===== src/rtl/mcu_link_pkg.sv =====
// Shared definitions for the MCU link: command opcodes, STATUS bit layout
// and the SPI command decoder states.
package mcu_link_pkg;

    localparam logic [7:0] CMD_ID      = 8'h01;
    localparam logic [7:0] CMD_CONFIG  = 8'h02;
    localparam logic [7:0] CMD_LOADING = 8'h06;
    localparam logic [7:0] CMD_DATA    = 8'h07;
    localparam logic [7:0] CMD_STATUS  = 8'h08;
    localparam logic [7:0] CMD_CLEAR   = 8'h09;

    localparam int ST_OVERFLOW = 7;
    localparam int ST_FULL     = 6;
    localparam int ST_EMPTY    = 5;

    typedef enum logic [2:0] {
        IDLE,
        CMD,
        PAYLOAD,
        DATA,
        DRAIN
    } dec_state_e;

endpackage


===== src/rtl/mcu_link_fifo.sv =====
// Show-ahead FIFO carrying tagged load bytes; one extra pointer bit tells
// full from empty.
module link_fifo #(
    parameter int WIDTH = 11,
    parameter int DEPTH = 16
) (
    input  logic             clk,
    input  logic             resetn,
    input  logic             flush,
    input  logic             push,
    input  logic [WIDTH-1:0] push_data,
    input  logic             pop,
    output logic [WIDTH-1:0] pop_data,
    output logic             full,
    output logic             empty
);
    localparam int AW = $clog2(DEPTH);

    logic [WIDTH-1:0] mem_q [DEPTH];
    logic [AW:0]      wr_ptr_q, wr_ptr_d, rd_ptr_q, rd_ptr_d;
    logic             wr_en, rd_en;

    assign empty    = (wr_ptr_q == rd_ptr_q);
    assign full     = ((wr_ptr_q ^ rd_ptr_q) == {1'b1, {AW{1'b0}}});
    assign rd_en    = pop & ~empty;
    // A pop in the same cycle frees the slot, so a push into a full FIFO still lands.
    assign wr_en    = push & (~full | rd_en);
    assign pop_data = empty ? '0 : mem_q[rd_ptr_q[AW-1:0]];

    always_comb begin
        wr_ptr_d = wr_ptr_q;
        rd_ptr_d = rd_ptr_q;
        if (flush) begin
            wr_ptr_d = '0;
            rd_ptr_d = '0;
        end else begin
            if (wr_en) wr_ptr_d = wr_ptr_q + 1'b1;
            if (rd_en) rd_ptr_d = rd_ptr_q + 1'b1;
        end
    end

    always_ff @(posedge clk) begin
        if (!resetn) begin
            wr_ptr_q <= '0;
            rd_ptr_q <= '0;
        end else begin
            wr_ptr_q <= wr_ptr_d;
            rd_ptr_q <= rd_ptr_d;
        end
    end

    always_ff @(posedge clk) begin
        if (wr_en && !flush) mem_q[wr_ptr_q[AW-1:0]] <= push_data;
    end

endmodule


===== src/rtl/mcu_link.sv =====
// SPI-slave link from a host MCU: oversampled mode-0 shifter, command decoder,
// configuration/loading registers and a tagged load-data FIFO.
module mcu_link
    import mcu_link_pkg::*;
#(
    parameter logic [15:0] CORE_ID    = 16'h0001,
    parameter int          CFG_BYTES  = 4,
    parameter int          LOAD_CH    = 2,
    parameter int          FIFO_DEPTH = 16
) (
    input  logic                   clk,
    input  logic                   resetn,
    input  logic                   sspi_cs,
    input  logic                   sspi_clk,
    input  logic                   sspi_mosi,
    output logic                   sspi_miso,
    output logic [8*CFG_BYTES-1:0] core_config,
    output logic [LOAD_CH-1:0]     rom_loading,
    output logic [2:0]             rom_ch,
    output logic [7:0]             rom_do,
    output logic                   rom_do_valid,
    input  logic                   rom_do_ready,
    output logic                   overflow
);
    logic [1:0] cs_sync_q, cs_sync_d, sclk_sync_q, sclk_sync_d, mosi_sync_q, mosi_sync_d;
    logic       cs_prev_q, cs_prev_d, sclk_prev_q, sclk_prev_d;
    dec_state_e state_q, state_d;
    logic [2:0] bit_cnt_q, bit_cnt_d;
    logic [7:0] rx_q, rx_d, tx_q, tx_d, cmd_q, cmd_d;
    logic [3:0] pay_cnt_q, pay_cnt_d;
    logic       miso_q, miso_d;
    logic [8*CFG_BYTES-1:0] cfg_sh_q, cfg_sh_d, core_config_q, core_config_d;
    logic [LOAD_CH-1:0]     rom_loading_q, rom_loading_d;
    logic [2:0]  ch_q, ch_d;
    logic [23:0] len_q, len_d;
    logic        push_q, push_d, overflow_q, overflow_d;
    logic [10:0] push_data_q, push_data_d, fifo_dout;
    logic        cs_s, sclk_rise, sclk_fall, cs_fall, byte_done, flush, clr_ovf;
    logic        fifo_full, fifo_empty, pop;
    logic [7:0]  byte_val, status;

    assign cs_s      = cs_sync_q[1];
    assign sclk_rise = sclk_sync_q[1] & ~sclk_prev_q;
    assign sclk_fall = ~sclk_sync_q[1] & sclk_prev_q;
    assign cs_fall   = cs_prev_q & ~cs_s;
    assign byte_val  = {rx_q[6:0], mosi_sync_q[1]};

    always_comb begin
        status              = '0;
        status[ST_OVERFLOW] = overflow_q;
        status[ST_FULL]     = fifo_full;
        status[ST_EMPTY]    = fifo_empty;
    end

    function automatic logic [7:0] resp_byte(input logic [7:0] cmd, input logic [3:0] idx,
                                             input logic [7:0] st);
        logic [7:0] r;
        r = 8'h00;
        if (cmd == CMD_STATUS) r = st;
        else if (cmd == CMD_ID) begin
            case (idx)
                4'd0:    r = CORE_ID[7:0];
                4'd1:    r = CORE_ID[15:8];
                4'd2:    r = 8'(LOAD_CH);
                4'd3:    r = 8'(FIFO_DEPTH);
                default: r = 8'h00;
            endcase
        end
        return r;
    endfunction

    always_comb begin
        cs_sync_d     = {cs_sync_q[0], sspi_cs};
        sclk_sync_d   = {sclk_sync_q[0], sspi_clk};
        mosi_sync_d   = {mosi_sync_q[0], sspi_mosi};
        cs_prev_d     = cs_s;
        sclk_prev_d   = sclk_sync_q[1];
        state_d       = state_q;
        bit_cnt_d     = bit_cnt_q;
        rx_d          = rx_q;
        tx_d          = tx_q;
        cmd_d         = cmd_q;
        pay_cnt_d     = pay_cnt_q;
        miso_d        = miso_q;
        cfg_sh_d      = cfg_sh_q;
        core_config_d = core_config_q;
        rom_loading_d = rom_loading_q;
        ch_d          = ch_q;
        len_d         = len_q;
        push_d        = 1'b0;
        push_data_d   = push_data_q;
        byte_done     = 1'b0;
        flush         = 1'b0;
        clr_ovf       = 1'b0;

        if (cs_s) begin
            // Deselect aborts whatever was in flight; only committed state survives.
            state_d   = IDLE;
            bit_cnt_d = '0;
            miso_d    = 1'b0;
            len_d     = '0;
        end else if (state_q == IDLE) begin
            // Only a fresh cs falling edge starts a transaction, so one cut by reset stays ignored.
            if (cs_fall) begin
                state_d   = CMD;
                bit_cnt_d = '0;
                pay_cnt_d = '0;
                cfg_sh_d  = '0;
                tx_d      = '0;
                miso_d    = 1'b0;
            end
        end else begin
            if (sclk_rise) begin
                rx_d      = byte_val;
                bit_cnt_d = bit_cnt_q + 3'd1;
                byte_done = (bit_cnt_q == 3'd7);
            end
            if (sclk_fall) miso_d = tx_q[3'd7 - bit_cnt_q];
        end

        if (byte_done) begin
            if (state_q == CMD) begin
                cmd_d   = byte_val;
                tx_d    = resp_byte(byte_val, 4'd0, status);
                state_d = (byte_val == CMD_DATA) ? DATA : PAYLOAD;
                if (byte_val == CMD_CLEAR) begin
                    flush   = 1'b1;
                    clr_ovf = 1'b1;
                end
            end else begin
                pay_cnt_d = (pay_cnt_q == 4'hF) ? pay_cnt_q : pay_cnt_q + 4'd1;
                tx_d      = resp_byte(cmd_q, pay_cnt_d, status);
                if (state_q == PAYLOAD && cmd_q == CMD_CONFIG) begin
                    for (int i = 0; i < CFG_BYTES; i++) begin
                        if (pay_cnt_q == 4'(i)) cfg_sh_d[8*i +: 8] = byte_val;
                    end
                    if (pay_cnt_q == 4'(CFG_BYTES - 1)) begin
                        core_config_d = cfg_sh_d;
                        state_d       = DRAIN;
                    end
                end else if (state_q == PAYLOAD && cmd_q == CMD_LOADING) begin
                    for (int i = 0; i < LOAD_CH; i++) begin
                        if (byte_val[3:1] == 3'(i)) rom_loading_d[i] = byte_val[0];
                    end
                    state_d = DRAIN;
                end else if (state_q == DATA) begin
                    case (pay_cnt_q)
                        4'd0: ch_d         = byte_val[2:0];
                        4'd1: len_d[7:0]   = byte_val;
                        4'd2: len_d[15:8]  = byte_val;
                        4'd3: len_d[23:16] = byte_val;
                        default: begin
                            if (len_q != '0) begin
                                push_d      = 1'b1;
                                push_data_d = {ch_q, byte_val};
                                len_d       = len_q - 24'd1;
                            end
                        end
                    endcase
                end
            end
        end

        overflow_d = clr_ovf ? 1'b0 : overflow_q;
        if (push_q && fifo_full && !pop) overflow_d = 1'b1;
    end

    always_ff @(posedge clk) begin
        if (!resetn) begin
            cs_sync_q     <= '0;
            sclk_sync_q   <= '0;
            mosi_sync_q   <= '0;
            cs_prev_q     <= 1'b0;
            sclk_prev_q   <= 1'b0;
            state_q       <= IDLE;
            bit_cnt_q     <= '0;
            rx_q          <= '0;
            tx_q          <= '0;
            cmd_q         <= '0;
            pay_cnt_q     <= '0;
            miso_q        <= 1'b0;
            cfg_sh_q      <= '0;
            core_config_q <= '0;
            rom_loading_q <= '0;
            ch_q          <= '0;
            len_q         <= '0;
            push_q        <= 1'b0;
            push_data_q   <= '0;
            overflow_q    <= 1'b0;
        end else begin
            cs_sync_q     <= cs_sync_d;
            sclk_sync_q   <= sclk_sync_d;
            mosi_sync_q   <= mosi_sync_d;
            cs_prev_q     <= cs_prev_d;
            sclk_prev_q   <= sclk_prev_d;
            state_q       <= state_d;
            bit_cnt_q     <= bit_cnt_d;
            rx_q          <= rx_d;
            tx_q          <= tx_d;
            cmd_q         <= cmd_d;
            pay_cnt_q     <= pay_cnt_d;
            miso_q        <= miso_d;
            cfg_sh_q      <= cfg_sh_d;
            core_config_q <= core_config_d;
            rom_loading_q <= rom_loading_d;
            ch_q          <= ch_d;
            len_q         <= len_d;
            push_q        <= push_d;
            push_data_q   <= push_data_d;
            overflow_q    <= overflow_d;
        end
    end

    assign pop = rom_do_valid & rom_do_ready;

    link_fifo #(.WIDTH(11), .DEPTH(FIFO_DEPTH)) u_fifo (
        .clk       (clk),
        .resetn    (resetn),
        .flush     (flush),
        .push      (push_q),
        .push_data (push_data_q),
        .pop       (pop),
        .pop_data  (fifo_dout),
        .full      (fifo_full),
        .empty     (fifo_empty)
    );

    assign sspi_miso    = miso_q;
    assign core_config  = core_config_q;
    assign rom_loading  = rom_loading_q;
    assign overflow     = overflow_q;
    assign rom_do_valid = ~fifo_empty;
    assign rom_ch       = fifo_dout[10:8];
    assign rom_do       = fifo_dout[7:0];

endmodule


===== config.mk =====
export PLATFORM = sky130hd
export DESIGN_NAME = mcu_link
export DESIGN_NICKNAME = d
export VERILOG_FILES = /design/src/rtl/mcu_link_pkg.sv /design/src/rtl/mcu_link_fifo.sv /design/src/rtl/mcu_link.sv
export SDC_FILE = /design/constraint.sdc
export NUM_CORES = 1
export LEC_CHECK = 0
export BUFFER_PORTS_ARGS = -buffer_cell sky130_fd_sc_hd__buf_2
export CELL_PAD_IN_SITES_DETAIL_PLACEMENT = 1
export CELL_PAD_IN_SITES_GLOBAL_PLACEMENT = 2
export CORE_ASPECT_RATIO = 1.5
export CORE_MARGIN = 1
export CORE_UTILIZATION = 46
export CTS_CLUSTER_DIAMETER = 100
export DETAILED_ROUTE_END_ITERATION = 7
export PLACE_DENSITY_LB_ADDON = 0.25
export SLEW_MARGIN = 0
export SYNTH_ARGS = -nofsm -noshare
export SYNTH_HDL_FRONTEND = slang
export SYNTH_SLANG_ARGS = --single-unit
export TNS_END_PERCENT = 5

===== constraint.sdc =====
create_clock -name clk -period 6.9 [get_ports clk]
set_input_delay 0.69 -clock clk [delete_from_list [all_inputs] [get_ports clk]]
set_output_delay 0.69 -clock clk [all_outputs]
set_load 0.01 [all_outputs]

==> metrics.md, run 1 <==
| Metric | Value |
|---|---|
| Outcome | `complete, no violations` |
| Num Clock Sinks | `328` |
| Remaining Overflow, GRT | `0` |
| Setup violators final | `0` |
| Synthesized area per cell | `11.9 sq um` |
| CP Data Arrival Time | `3.20 ns` |
| Fill cells | `3144` |
| Detail Route Antenna Nets | `0` |
| Sw frac | `20.5%` |
| Reg2reg setup slack | `3.74 ns` |
| Worst-path clk slew | `0.07 ns` |
| Pre-CTS worst setup slack | `3.56 ns` |
| P_int | `3060 uW` |
| Drt total wl | `39900 um` |
| CTS buffer count | `30` |
| PwrDens | `242 nW/um^2` |
| DP Wirelength | `26500 um` |
| Slowest stage delay, CP | `0.64 ns` |
| Clock Tree Buf Depth | `3` |
| Highest clock rate | `257 MHz` |
| Multi-input logic area | `5430 sq um` |
| Dominant cells by area after synthesis | `edfxtp_1, dfxtp_1, mux4_2` |
| Worst Hold Class | `input pin to flop` |
| Fin. Hold Viols | `0` |
| Post-DR wirelength/cell | `24.4 um` |
| Switching power | `787 uW` |
| Worst r2r dst | `push_data_q[5]` |
| Via count | `9749` |
| Final Instance Area | `15900 sq um` |
| Commonest non-fill, non-tap cell in the layout | `edfxtp_1` |
| Ys Warns | `0` |
| EDFF count, synth | `176` |
| Dominant cell type by area after synthesis | `edfxtp_1` |
| Synthesized Nets | `1204` |
| Latest clock arrival within the worst-skew pair | `0.58 ns` |
| Leakage Power | `0.00538 uW` |
| Final period utilization | `56.4%` |
| WS Path Type | `flop to output pin` |
| Worst Setup Start Kind | `flop` |
| CTS resizes | `0` |
| Sequential share of the synthesized area | `58.9%` |
| Largest net degree at the start of global routing | `101` |
| Worst-path maximum fanout | `37` |
| Least-Margin Pin Slew | `1.15 ns` |
| Placer Congestion | `0.835` |
| Share of cells above drive strength 1 | `17.2%` |
| First-pass GRT wire length | `61500 um` |
| Register area | `8330 sq um` |
| Most common cell on crit path | `mux4_2` |
| DRT iter0 DRCs | `509` |
| Starting density of the core | `46.8%` |
| Ys async rst share | `0%` |
| CP endpoint kind | `output pin` |
| Synth cell types | `73` |
| Post-Place Cell Area | `14800 sq um` |
| Initial antenna violation count | `0` |
| Placed Instances | `1579` |
| RSZ-0062 raised after global routing | `no` |
| Max-cap violations | `0` |
| Root buffer cell | `clkbuf_16` |
| Min Tclk post-route | `3.89 ns` |
| Post-CTS Setup Repair Bufs | `0` |
| Capture point of the worst path | `rom_do[7]` |
| Most frequent cells in the layout | `edfxtp_1, dfxtp_1, nand2_1, nor2_1, a21oi_1` |
| Reg2Reg Depth | `7` |
| Slew headroom | `23.3%` |
| Final max-slew violation count | `0` |
| Cts hold-fix bufs | `0` |
| H-tree Lvls | `1` |
| Comb pwr share | `0.9%` |
| Die H | `217 um` |
| # rows | `78` |
| Vias in the first global route | `10300` |
| DIE WIDTH | `145 um` |
| Cell Area, Synth | `14100 sq um` |
| Clk_skew | `0.0211 ns` |
| Core area | `30300 sq um` |
| Required @ worst endpoint | `6.21 ns` |
| Slowest CP cell | `buf_4` |
| TNS Setup | `0 ns` |
| # diodes | `0` |
| Clock share of power | `46.0%` |
| IO buf count | `53` |
| CTS tree | `done` |
| Pre-antenna DRT Iters | `5` |
| FF-to-FF Start | `pay_cnt_q[0]` |
| Crit-path cells | `buf_4 -> mux4_2 -> mux4_2 -> nor2b_1 -> buf_2` |
| Post-synthesis register bit count | `328` |
| Flop pwr share | `53.0%` |
| Top cell type's share of synthesized area | `37.4%` |
| Final nets | `1230` |
| Final Worst Setup Slack | `3.01 ns` |
| IO Count | `54` |
| Post-DR vias/cell | `5.97` |
| All-Layer GR Usage | `25.9%` |
| Post-Layout Cell Count | `1634` |
| Maximum VDD drop | `172 uV` |
| Hold path start | `sspi_mosi` |
| Top_reg_cell synth | `edfxtp_1` |
| Area grow syn2layout | `12.1%` |
| Remaining DRCs | `0` |
| Synth Instances | `1185` |
| Die footprint | `31500 sq um` |
==> layer usage <==
metal  track usage, %  vias to the layer above  part of all wire (%)
met4             9.47                        0                   3.4
li1                 -                     4512                     -
met1             28.2                     4972                    37
met5                0                        -                     0
met3             2.24                       78                   2.7
met2             51.4                      187                    56
==> Yosys cell counts (9+ instances only) <==
| library cell | n |
|---|---|
| and2_1 | 15 |
| a31oi_1 | 14 |
| nor2b_1 | 17 |
| buf_2 | 9 |
| nor4_1 | 13 |
| mux4_2 | 56 |
| a21oi_1 | 75 |
| nand4_1 | 12 |
| xnor2_1 | 9 |
| nor2_1 | 108 |
| xor2_1 | 11 |
| a211oi_1 | 18 |
| nor3_1 | 35 |
| o21ai_1 | 15 |
| clkbuf_1 | 65 |
| ha_1 | 13 |
| a22oi_1 | 10 |
| nand3_1 | 56 |
| nand2_1 | 105 |
| buf_1 | 9 |
| dfxtp_1 | 152 |
| and3_1 | 26 |
| mux2i_1 | 28 |
| inv_1 | 19 |
| edfxtp_1 | 176 |
==> registers in the layout, summed over array words and instances (netlist names), 2 cells and up, named ones only <==
register	flops
cs_sync_q	2
cfg_sh_q	24
rom_loading	2
rx_q	7
mosi_sync_q	2
sclk_sync_q	2
tx_q	6
push_data_q	11
ch_q	3
u_fifo.wr_ptr_q	5
bit_cnt_q	3
u_fifo.mem_q	176
u_fifo.rd_ptr_q	5
pay_cnt_q	4
state_q	3
core_config	32
cmd_q	8
len_q	24
==> power by group through the flow <==
stage	sequential (uW)	clock [uW]	combinational, uW
2_1_floorplan	2080	0	25.0
3_5_place_dp	2080	0	36.2
4_1_cts	2040	1800	36.4
3_3_place_gp	2080	0	36.1
6_report	2040	1770	35.6
5_1_grt	2040	1860	39.1
==> how the worst min path moves through the flow <==
| stage | to | slack (ns) | cells past startpoint |
|---|---|---|---|
| after floorplan | cs_sync_q[1] | 0.41 | 1 |
| after global placement | mosi_sync_q[1] | 0.42 | 1 |
| after detailed placement | cs_sync_q[1] | 0.42 | 1 |
| after CTS | mosi_sync_q[0] | 0.32 | 2 |
| after global routing | mosi_sync_q[0] | 0.34 | 2 |
| final | mosi_sync_q[0] | 0.33 | 2 |
==> cell families (layout without fill, tap and decap cells) <==
group | count (synthesis) | after routing | share of synthesized area, %
mux | 86 | 86 | 11.1
fa+ha+maj | 13 | 13 | 1.15
flops | 328 | 328 | 58.9
compound gates | 200 | 200 | 9.40
buf+inv | 106 | 155 | 2.98
xor+xnor | 20 | 20 | 1.24
simple gates | 432 | 432 | 15.3
==> final cells by class <==
| cell class | instances | share of cell area (%) |
|---|---|---|
| flip-flops and latches | 328 | 52.5 |
| repair buffers | 80 | 2.95 |
| clock buffers | 32 | 4.92 |
| inverters | 20 | 0.481 |
| clock inverters | 23 | 1.74 |
| well taps | 400 | 3.16 |
| multi-input cells | 751 | 34.2 |
==> worst max-delay path: cells and delay by family, from the launching register on <==
| kind | cells | cell delay [ns] |
|---|---|---|
| multiplexers | 2 | 1.07 |
| buffers and inverters | 2 | 0.83 |
| flip-flops | 1 | 0.51 |
| AND/OR/NAND/NOR | 1 | 0.16 |
==> through the flow <==
step	utilization, %	total power (uW)	hold WS [ns]
5_1_grt	52.4	3940	0.341
2_1_floorplan	-	2110	0.412
3_5_place_dp	48.9	2120	0.421
3_3_place_gp	48.9	2120	0.420
4_1_cts	52.4	3880	0.316
6_report	52.4	3840	0.330
(Power assumes the default switching activity.)
==> run 2, diff against run 1 <==
- CORE_UTILIZATION: 46 -> 43
- clock period: 6.9 -> 3.9 ns (I/O delays scaled with it)
==> run 2 against run 1 <==
Wire length fell by 2.4%; worst setup slack got worse by 2.2 ns; via count decreased by 0.21%; first-iteration DRC count increased by 5.1%; sequential share of layout area down 0.92 points; final area rose by 1.8%; die area is 6.9% higher; count of clock-buffer cells in the layout is 3 higher; clock skew is 0.00077 ns higher.
==> metrics.md, run 2 (same netlist as run 1, synthesis figures left out) <==
| Metric | Value |
|---|---|
| Final period utilization | `79.3%` |
| Leakage Power | `0.00555 uW (+3.2%)` |
| CP Data Arrival Time | `2.70 ns (-0.50 ns)` |
| Latest clock arrival within the worst-skew pair | `0.59 ns (about the same)` |
| Max reg flops | `176 (unchanged)` |
| All-Layer GR Usage | `23.8% (-2.0 points)` |
| Hold path endpoint | `mosi_sync_q[0]` |
| Outcome | `complete, no violations` |
| Hold path start | `sspi_mosi` |
| WS Path Type | `flop to output pin` |
| Clock Tree Buf Depth | `3 (unchanged)` |
| Final max-slew violation count | `0 (unchanged)` |
| Die footprint | `33700 sq um (+6.9%)` |
| Vias in the first global route | `10200 (-0.31%)` |
| Highest clock rate | `323 MHz` |
| # rows | `81 (+3.8%)` |
| Initial antenna violation count | `0 (unchanged)` |
| DRT iter0 DRCs | `535 (+5.1%)` |
| CTS tree | `done` |
| Setup violators final | `0 (unchanged)` |
| Placer Congestion | `0.896 (+7.3%)` |
| Worst r2r dst | `len_q[21]` |
| IO buf count | `53 (unchanged)` |
| Hold path cells | `2 (unchanged)` |
| Root buffer cell | `clkbuf_16` |
| Clk_skew | `0.0219 ns (+0.000774 ns)` |
| Post-CTS Setup Repair Bufs | `0 (unchanged)` |
| Remaining Overflow, GRT | `0 (unchanged)` |
| Worst Setup Start Kind | `flop` |
| Post-DR wirelength/cell | `23.3 um (-4.6%)` |
| DIE WIDTH | `150 um (+3.4%)` |
| Largest net degree at the start of global routing | `64 (-37%)` |
| H-tree Lvls | `1 (unchanged)` |
| Core area | `32500 sq um (+7.5%)` |
| Final nets | `1251 (+1.7%)` |
| Worst Hold Class | `input pin to flop` |
| TNS Setup | `0 ns (unchanged)` |
| Least-Margin Pin Slew | `0.972 ns (-0.178 ns)` |
| Min Tclk post-route | `3.09 ns` |
| Remaining DRCs | `0 (unchanged)` |
| Area grow syn2layout | `14.1%` |
| First-pass GRT wire length | `60300 um (-1.9%)` |
| CTS buffer count | `31 (+3.3%)` |
| Drt total wl | `39000 um (-2.4%)` |
| Reg2Reg Depth | `9 (+2)` |
| # diodes | `0 (unchanged)` |
| Worst-path clk slew | `0.06 ns (about the same)` |
| CP endpoint kind | `output pin` |
| Slew headroom | `35.0% (+12 points)` |
| Starting density of the core | `43.5% (-3.3 points)` |
| Num Clock Sinks | `328 (unchanged)` |
| Post-DR vias/cell | `5.82 (-2.5%)` |
| Reg2reg setup slack | `0.93 ns (-2.81 ns)` |
| Detail Route Antenna Nets | `0 (unchanged)` |
| Most frequent cells in the layout | `edfxtp_1, dfxtp_1, nor2_1, nand2_1, a21oi_1` |
| Commonest non-fill, non-tap cell in the layout | `edfxtp_1` |
| IO Count | `54 (unchanged)` |
| Final core utilization | `49.6% (-2.8 points)` |
| Die H | `224 um (+3.4%)` |
| Maximum VDD drop | `276 uV (+60%)` |
| PwrDens | `444 nW/um^2 (+83%)` |
| Share of cells above drive strength 1 | `18.1% (+0.88 points)` |
| Required @ worst endpoint | `3.51 ns (-2.70 ns)` |
| Max-cap violations | `0 (unchanged)` |
| Via count | `9729 (-0.21%)` |
| Pre-antenna DRT Iters | `5 (unchanged)` |
| RSZ-0062 raised after global routing | `no` |
| Worst-path maximum fanout | `20 (-46%)` |
| Fin. Hold Viols | `0 (unchanged)` |
| FF-to-FF Start | `pay_cnt_q[0]` |
| DP Wirelength | `26800 um (+1.1%)` |
run 2: cell count changes in the layout (fill, tap and decap cells not counted), sizes merged:
| cell | change |
|---|---|
| clkinvlp | -3 |
| dlygate4sd3 | +1 |
| clkbuf | +3 |
| bufinv | +4 |
| inv | -2 |
| buf | +19 |
| clkinv | +1 |
run 2: cell type report:
cell class	count	area [sq um]
sequential	328	8330
fill	3394	16400
multi-input combinational	751	5410
timing repair buffer	100	621
tap	415	519
clock buffer	35	811
inverter	20	76.3
clock inverter	23	373
run 2: what timing repair did:
action	in CTS	in global routing
resized for setup	0	0
hold buffers	1	0
endpoints found under the hold margin	1	0
run 2: power by group:
part	internal, uW	total, uW	switching, uW
Sequential	3600	3610	3.03
Combinational	15.0	68.2	53.2
Clock	2110	3490	1380
run 2: how the worst max path moves through the flow:
stage	start	end	slack, ns	cells after the start
finish	flop	rom_do[4]	0.81	5
global route	pay_cnt_q[0]	len_q[23]	0.59	7
CTS	flop	rom_do[7]	0.75	5
detailed placement	pay_cnt_q[0]	len_q[23]	0.98	7
global placement	pay_cnt_q[0]	len_q[23]	1.06	7
floorplan	bit_cnt_q[0]	u_fifo.mem_q[0][0]	1.31	7
run 2: critical path, cell delays in order, from the launching register on:
cell     delay, ns
dfxtp_2       0.34
buf_4         0.37
mux4_2        0.60
mux4_2        0.51
nor2b_1       0.15
buf_2         0.14
run 2: routing by layer:
| layer | track usage [%] | routed length [um] | vias up |
|---|---|---|---|
| met3 | 2.16 | 1000 | 67 |
| met4 | 9.78 | 1540 | 0 |
| met5 | 0 | 0 | - |
| met2 | 45.2 | 21500 | 179 |
| li1 | - | - | 4556 |
| met1 | 26.8 | 15000 | 4927 |
run 2: through the flow:
| step | setup slack, ns | power, uW | std cells | instance area, sq um | hold WS [ns] |
|---|---|---|---|---|---|
| after floorplan | 1.31 | 3720 | 1185 | 14100 | 0.412 |
| after global placement | 1.06 | 3750 | 1613 | 14900 | 0.417 |
| after detailed placement | 0.980 | 3750 | 1613 | 14900 | 0.420 |
| after CTS | 0.750 | 7230 | 1672 | 16100 | 0.00656 |
| after global routing | 0.590 | 7340 | 1672 | 16100 | 0.0343 |
| final | 0.807 | 7160 | 1672 | 16100 | 0.0250 |
==> run 3, diff against run 2 <==
- CORE_UTILIZATION: 43 -> 39
- clock period: 3.9 -> 2.5 ns (I/O delays scaled with it)
==> run 3 against run 2 <==
The run now ends with negative setup slack left; via count rose by 3.2%; wire length rose by 4.1%; utilization fell by 2.8 points; clock power rose by 41%; count of clock-buffer cells in the layout rose by 7; register-to-register slack got worse by 0.79 ns; global-route usage fell by 1.5 points; worst setup slack got worse by 1.1 ns; sequential cell count did not move; highest routed layer unchanged.
==> metrics.md, run 3 (same netlist as run 1, synthesis figures left out) <==
| Metric | Value |
|---|---|
| Outcome | `finished with violations` |
| # rows | `85 (+4.9%)` |
| Area grow syn2layout | `18.6%` |
| FF-to-FF Start | `bit_cnt_q[0]` |
| Post-DR wirelength/cell | `22.6 um (-3.2%)` |
| All-Layer GR Usage | `22.4% (-1.5 points)` |
| Met2 Usage GRT | `42.4% (-2.8 points)` |
| Setup violators final | `11 (+11)` |
| Clock Tree Buf Depth | `3 (unchanged)` |
| Most frequent cells in the layout | `edfxtp_1, dfxtp_1, nand2_1, nor2_1, buf_4` |
| Max reg flops | `176 (unchanged)` |
| IO Count | `54 (unchanged)` |
| Worst Hold Class | `input pin to flop` |
| Fin. Hold Viols | `0 (unchanged)` |
| Drt total wl | `40600 um (+4.1%)` |
| Via count | `10000 (+3.2%)` |
| Vias in the first global route | `10800 (+5.6%)` |
| Commonest non-fill, non-tap cell in the layout | `edfxtp_1` |
| CTS tree | `done` |
| Comb pwr share | `1.2% (+0.2 points)` |
| Core area | `35800 sq um (+10%)` |
| Die footprint | `37100 sq um (+10%)` |
| Die H | `235 um (+5.0%)` |
| Clk_skew | `0.0193 ns (-0.00254 ns)` |
| WS Path Type | `flop to output pin` |
| Num Clock Sinks | `328 (unchanged)` |
| Maximum VDD drop | `456 uV (+65%)` |
| IO buf count | `53 (unchanged)` |
| Share of cells above drive strength 1 | `22.4% (+4.4 points)` |
| DP Wirelength | `28500 um (+6.3%)` |
| Least-Margin Pin Slew | `0.966 ns (-0.00644 ns)` |
| Fill cells | `3821 (+13%)` |
| First-pass GRT wire length | `62400 um (+3.5%)` |
| GR Layer Usage met3 | `2.65% (+0.49 points)` |
| PwrDens | `635 nW/um^2 (+43%)` |
| P_int | `8460 uW (+48%)` |
| Final max-slew violation count | `0 (unchanged)` |
| Highest clock rate | `361 MHz` |
| Total power | `10700 uW (+49%)` |
| H-tree Lvls | `1 (unchanged)` |
| Worst-path clk slew | `0.07 ns (about the same)` |
| Latest clock arrival within the worst-skew pair | `0.59 ns (about the same)` |
| Remaining DRCs | `0 (unchanged)` |
| CTS buffer count | `31 (unchanged)` |
| # diodes | `0 (unchanged)` |
| CP endpoint kind | `output pin` |
| Final nets | `1314 (+5.0%)` |
| Largest net degree at the start of global routing | `82 (+28%)` |
| Final core utilization | `46.8% (-2.8 points)` |
| Post-CTS Setup Repair Bufs | `0 (unchanged)` |
| Flop pwr share | `52.7% (+2.3 points)` |
| Detail Route Antenna Nets | `0 (unchanged)` |
| RSZ-0062 raised after global routing | `yes` |
| Root buffer cell | `clkbuf_16` |
| Max-cap violations | `0 (unchanged)` |
| Min Tclk post-route | `2.77 ns` |
| Hold path start | `rom_do_ready` |
| Initial antenna violation count | `0 (unchanged)` |
| Placer Congestion | `0.852 (-5.0%)` |
| CP Data Arrival Time | `2.52 ns (-0.18 ns)` |
| Remaining Overflow, GRT | `0 (unchanged)` |
| Post-DR vias/cell | `5.58 (-4.1%)` |
| Failing checks | `negative setup slack` |
| Worst-path maximum fanout | `10 (-50%)` |
| GR Util met1 | `23.9% (-2.8 points)` |
| Gr busiest metal | `met2` |
| Pre-antenna DRT Iters | `6 (+1)` |
| Worst Setup Start Kind | `flop` |
| Leakage Power | `0.00585 uW (+5.4%)` |
| Slew headroom | `35.4% (+0.38 points)` |
| DIE WIDTH | `158 um (+4.9%)` |
| DRT iter0 DRCs | `453 (-15%)` |
| Sw frac | `20.7% (+0.61 points)` |
| Switching power | `2200 uW (+53%)` |
| Final period utilization | `111%` |
| Final Worst Setup Slack | `-0.271 ns (-1.08 ns)` |
| Clock share of power | `46.1% (-2.6 points)` |
| Starting density of the core | `39.5% (-4.0 points)` |
| Required @ worst endpoint | `2.25 ns (-1.26 ns)` |
## run 3: changes by cell type in the layout (fill, tap and decap cells not counted), moves of 5 or more
cell / change
buf_4: +49
buf_12: +9
nor2_2: +8
clkbuf_8: +5
nor2_1: -8
bufinv_16: -6
## run 3: worst max-delay path: stages, from the launching register on
cell and delay (ns):
dfxtp_4 0.44, clkbuf_16 0.22, mux4_2 0.52, mux4_2 0.46
nor2b_1 0.15, buf_2 0.14
## run 3: power groups by stage
stage	clock [uW]	combinational [uW]	sequential, uW
after global routing	5230	133	5620
after floorplan	0	69.1	5740
after CTS	5050	124	5620
after global placement	0	120	5740
after detailed placement	0	121	5740
final	4920	123	5620
## run 3: final cells by class
type	instances	area (sq um)	share of cell area (%)
Clock inverter	16	181	1.08
Inverter	20	76.3	0.455
Timing Repair Buffer	163	1270	7.54
Tap cell	478	598	3.56
Multi-Input combinational cell	751	5440	32.4
Sequential cell	328	8340	49.7
Clock buffer	42	887	5.28
## run 3: path summary, 6_finish.rpt
path,slack [ns],cells after the start,to
setup / recovery,-0.27,5,rom_do[5]
hold / removal,0.08,4,overflow
setup reg to reg,0.14,6,u_fifo.mem_q[6][1]
hold reg to reg,0.44,1,mosi_sync_q[1]
## run 3: per-stage QoR
| stage | setup WS, ns | area, sq um | hold slack (ns) | setup TNS (ns) | instances |
|---|---|---|---|---|---|
| after CTS | -0.293 | 16700 | 0.0640 | -3.11 | 1796 |
| after floorplan | -0.0921 | 14200 | 0.377 | -3.02 | 1185 |
| after detailed placement | -0.0113 | 15600 | 0.424 | -0.130 | 1735 |
| final | -0.271 | 16800 | 0.0815 | -2.68 | 1798 |
| after global routing | -0.343 | 16800 | 0.0999 | -3.69 | 1798 |
| after global placement | 0.0834 | 15600 | 0.426 | 0 | 1735 |
## run 3: what timing repair did
action / CTS / global route
hold endpoints to repair: 3 / 0
endpoints found under the setup margin: 31 / 112
gates resized for setup: 2 / 11
hold buffers: 3 / 0
cloned: 0 / 2
## run 3: metal layers
layer,share of wire [%],vias up
li1,-,4671
met1,37,5106
met2,55,172
met3,2.8,89
met4,4.7,0
met5,0,-
